===== config.mk =====
export PLATFORM = sky130hd
export DESIGN_NAME = rr_arbiter
export DESIGN_NICKNAME = d
export VERILOG_FILES = /design/src/rtl/rr_arbiter.sv
export SDC_FILE = /design/constraint.sdc
export NUM_CORES = 1
export LEC_CHECK = 0
export ABC_AREA = 1
export CAP_MARGIN = 15
export CORE_ASPECT_RATIO = 1.2
export CORE_MARGIN = 2
export CORE_UTILIZATION = 35
export CTS_BUF_LIST = sky130_fd_sc_hd__clkbuf_2 sky130_fd_sc_hd__clkbuf_4 sky130_fd_sc_hd__clkbuf_8
export CTS_CLUSTER_SIZE = 8
export DETAILED_ROUTE_END_ITERATION = 12
export GPL_ROUTABILITY_DRIVEN = 0
export PLACE_DENSITY = 0.61
export SKIP_CTS_REPAIR_TIMING = 1
export SYNTH_ARGS = -nofsm -noshare
export SYNTH_HDL_FRONTEND = slang
export SYNTH_SLANG_ARGS = --single-unit

===== constraint.sdc =====
create_clock -name clk -period 10.8 [get_ports clk]
set_input_delay 1.08 -clock clk [delete_from_list [all_inputs] [get_ports clk]]
set_output_delay 1.08 -clock clk [all_outputs]
set_load 0.05 [all_outputs]

===== src/rtl/rr_arbiter.sv =====
// Round-robin arbiter with a zero-latency grant, a registered last-granted pointer
// and a saturating statistics counter of grant cycles.
module rr_arbiter #(
    parameter int unsigned N    = 10,
    parameter int unsigned logN = $clog2(N),
    parameter int unsigned CNTW = 16
) (
    input  logic            clk,
    input  logic            rst,
    input  logic [N-1:0]    req,
    input  logic            stall,
    output logic [N-1:0]    gnt,
    output logic            gnt_vld,
    output logic [logN-1:0] gnt_idx,
    output logic [logN-1:0] last_idx,
    output logic [CNTW-1:0] gnt_cnt
);

    // One extra bit so last_idx + offset (up to 2N-1) never overflows before the mod-N fold.
    localparam logic [logN:0]   L_N     = (logN + 1)'(N);
    localparam logic [logN-1:0] L_LAST  = logN'(N - 1);

    logic [logN-1:0] r_last;
    logic [CNTW-1:0] r_cnt;

    logic [N-1:0]    w_gnt;
    logic [logN-1:0] w_idx;
    logic            w_found;
    logic [logN:0]   w_pos;

    // Scan requesters in circular order starting just after the last grant; first hit wins.
    always_comb begin
        w_gnt   = '0;
        w_idx   = '0;
        w_found = 1'b0;
        w_pos   = '0;
        if (!rst && !stall) begin
            for (int unsigned k = 1; k <= N; k++) begin
                w_pos = {1'b0, r_last} + (logN + 1)'(k);
                if (w_pos >= L_N) begin
                    w_pos = w_pos - L_N;
                end
                if (!w_found && req[w_pos[logN-1:0]]) begin
                    w_found                 = 1'b1;
                    w_idx                   = w_pos[logN-1:0];
                    w_gnt[w_pos[logN-1:0]]  = 1'b1;
                end
            end
        end
    end

    // Pointer follows each grant; counter counts grant cycles and sticks at all-ones.
    always_ff @(posedge clk) begin
        if (rst) begin
            r_last <= L_LAST;
            r_cnt  <= '0;
        end else if (w_found) begin
            r_last <= w_idx;
            if (r_cnt != '1) begin
                r_cnt <= r_cnt + 1'b1;
            end
        end
    end

    assign gnt      = w_gnt;
    assign gnt_vld  = w_found;
    assign gnt_idx  = w_idx;
    assign last_idx = r_last;
    assign gnt_cnt  = r_cnt;

endmodule


==> out/qor.csv <==
metric,value,unit
Nets,1006,
Core ar.,13700,µm²
share of the synthesized area in the top cell type,0.201,
syn_area_per_cell,5.21,µm²
"EDFF count, synth",0,
Simple-Gate Fraction of Synth Area,0.579,
Synth cell types,43,
initial antenna violation count,0,
Synth Warn #,0,
CTS H-Tree Depth,1,
CP Launch Type,flip-flop,
Hold Crit Class,reg2reg,
CTS Buf Count,3,
"FFs w/ async S/R, synth",0,
Worst Tran Pin Value,1.11,ns
Max Clk Rate,142,MHz
Max-Cap Viols,0,
Clock Pin Slew Worst Setup and Hold Paths,0.09,ns
DR iter-0 viols,440,
Critical Path AT,5.96,ns
Synth Net Count,977,
Synth Area in Compound Gates,0.103,
main combinational cell family by area after synthesis,simple AND/OR/NAND/NOR gates,
Top Ports,48,
sequential-to-total area share from yosys stat,0.0818,
xor/xnor share of the synthesized area,0.0427,
maximum root-to-sink buffer count,2,
endpoint class of the critical path,output port,
vias in the first global route,5596,
status,"complete, no violations",
gr ovfl total,0,
WS Path Type,reg2out,
vias per cell,5.30,
Synth Register Bits,20,
clock skew,0.0143,ns
Overall Global Routing Usage,0.222,
Setup TNS Final,0,ns
most frequently used flop master after synthesis,dfxtp_1,
worst path required time,9.72,ns
post-synthesis mux area share,0,
top post-synthesis cells by area,"nand2_1 20%, nand3_1 12%, nor2_1 12%, dfxtp_1 8.2%, inv_1 8.0%",
router iterations before antenna repair,5,
DIE HEIGHT,134,µm
final routed DRC violation total,0,
largest net degree at the start of global routing,52,
first-pass GRT wire length,27.4,mm
setup ws final,3.76,ns
Mapped Area,4890,µm²
Adder-Cell Fraction of Synth Area,0.0655,
final period utilization,0.652,
root buffer cell,clkbuf_8,
routed via count,6027,
CTS tree,done,
filler instances,1544,
Finished Core Util,0.402,
top cell type by total area after synthesis,nand2_1,
endpoints failing hold,0,
Synth-to-Final Area Change,12.6,%
pins over their slew limit,0,
# diodes,0,
RSZ-0062 raised after global routing,false,
chip width,112,µm
WL final,16.9,mm
share of cells above drive strength 1,0.0910,
final antenna-violating net count,0,
worst skew pair latency,0.27,ns
CP max FO,17,
DP HPWL,13.6,mm
Core Rows,47,
DR WL/cell,14.9,µm
Port Buffers,47,
max_slew headroom,0.250,
Post-Syn Instances,939,
Initial Util,0.357,
clock period minus worst slack,7.04,ns
die footprint,14900,µm²
clk sinks,20,
worst slack at placement,4.11,ns
Setup-failing EPs final,0,
[critical path, stage by stage (launching register included)]
cell	delay, ns
dfxtp_1	0.75
inv_2	0.30
ha_1	0.65
clkinv_1	0.36
ha_1	0.31
nand2_1	0.13
nand2_4	0.08
nand3_1	0.12
nand2_2	0.11
nand3_1	0.08
nand2_1	0.13
nand3_2	0.25
nand2_2	0.11
inv_2	0.11
nand4_4	0.10
nor2_4	0.27
nand3_2	0.16
nor2_2	0.33
nand4_1	0.25
nand2_1	0.15
nor2_1	0.05
nor2_1	0.08
clkdlybuf4s50_1	0.80
[flip-flops by register name, summed over array words and instances, names as in the netlist]
name      count
gnt_cnt      16
last_idx      4
[path summary, 6_finish.rpt]
path	slack [ns]	endpoint	depth (start not counted)	start
hold / removal	0.50	gnt_cnt[15]$_SDFFE_PP0P_	2	gnt_cnt[15]$_SDFFE_PP0P_
setup reg to reg	5.88	last_idx[3]$_SDFFE_PP1P_	20	last_idx[1]$_SDFFE_PP0P_
setup / recovery	3.76	gnt[9]	22	last_idx[1]$_SDFFE_PP0P_
hold reg to reg	0.50	gnt_cnt[15]$_SDFFE_PP0P_	2	gnt_cnt[15]$_SDFFE_PP0P_
[cell usage in the layout, fill, tap and decap left out, types with 2 or more instances in the layout]
cell type          n
nand2_1          262
nor2_1           150
nand3_1          114
inv_1            104
clkdlybuf4s50_1   47
a21oi_1           37
nand4_1           35
inv_2             24
ha_1              24
o21ai_0           22
nand2_2           22
nor3_1            20
dfxtp_1           19
o21ai_1           14
xor2_1            12
o21ai_2            6
nor2_2             6
xnor2_1            5
nor2_4             5
nand3_2            4
clkbuf_8           4
nand2_4            3
o211ai_1           3
o22ai_1            3
xor2_2             2
a31oi_1            2
nor4_1             2
buf_4              2
[routing by layer]
metal	routed length [µm]	track usage	vias to the layer above
met5	0	0	-
li1	-	-	3078
met4	688	0.0816	0
met3	1060	0.0200	56
met2	8170	0.394	234
met1	7030	0.278	2659
[cell type report]
| cell class | instances | area (µm²) | share of cell area |
|---|---|---|---|
| clock buffer | 4 | 55.1 | 0.00999 |
| inverter | 130 | 490 | 0.0890 |
| timing repair buffer | 49 | 485 | 0.0881 |
| multi-input combinational | 764 | 3860 | 0.701 |
| sequential | 20 | 402 | 0.0729 |
| tap | 171 | 214 | 0.0388 |
[Yosys cell counts, types with 2 or more instances]
cell	number
xor2_1	12
buf_1	2
o21ai_2	6
a31oi_1	2
nor4_1	2
nand3_1	114
o211ai_1	3
nand2_1	262
xor2_2	2
ha_1	24
nor2_2	6
o22ai_1	3
buf_6	3
buf_4	3
nor2_1	150
buf_2	8
inv_1	104
nand2_4	3
nand4_1	35
nand2_2	22
dfxtp_1	20
clkbuf_1	9
nor2_4	5
o21ai_1	14
inv_2	24
nand3_2	4
xnor2_1	5
a21oi_1	37
o21ai_0	22
nor3_1	20
[metrics by stage]
step	hold slack (ns)	cell area, µm²	std cells
after CTS	0.505	5510	1138
after global routing	0.519	5510	1138
final	0.503	5510	1138
after floorplan	0.693	4890	939
after global placement	0.482	5460	1134
after detailed placement	0.484	5460	1134
[logic make-up (layout without fill, tap and decap cells)]
logic type      after synthesis  in the layout
compound gates               90             90
xor+xnor                     20             20
fa+ha+maj                    25             25
buf+inv                     155            183
flops                        20             20
simple gates                629            629
Power is left out: the tool's default activity adds up to more than one toggle a clock period on the data nets, which glitch-free logic cannot reach.
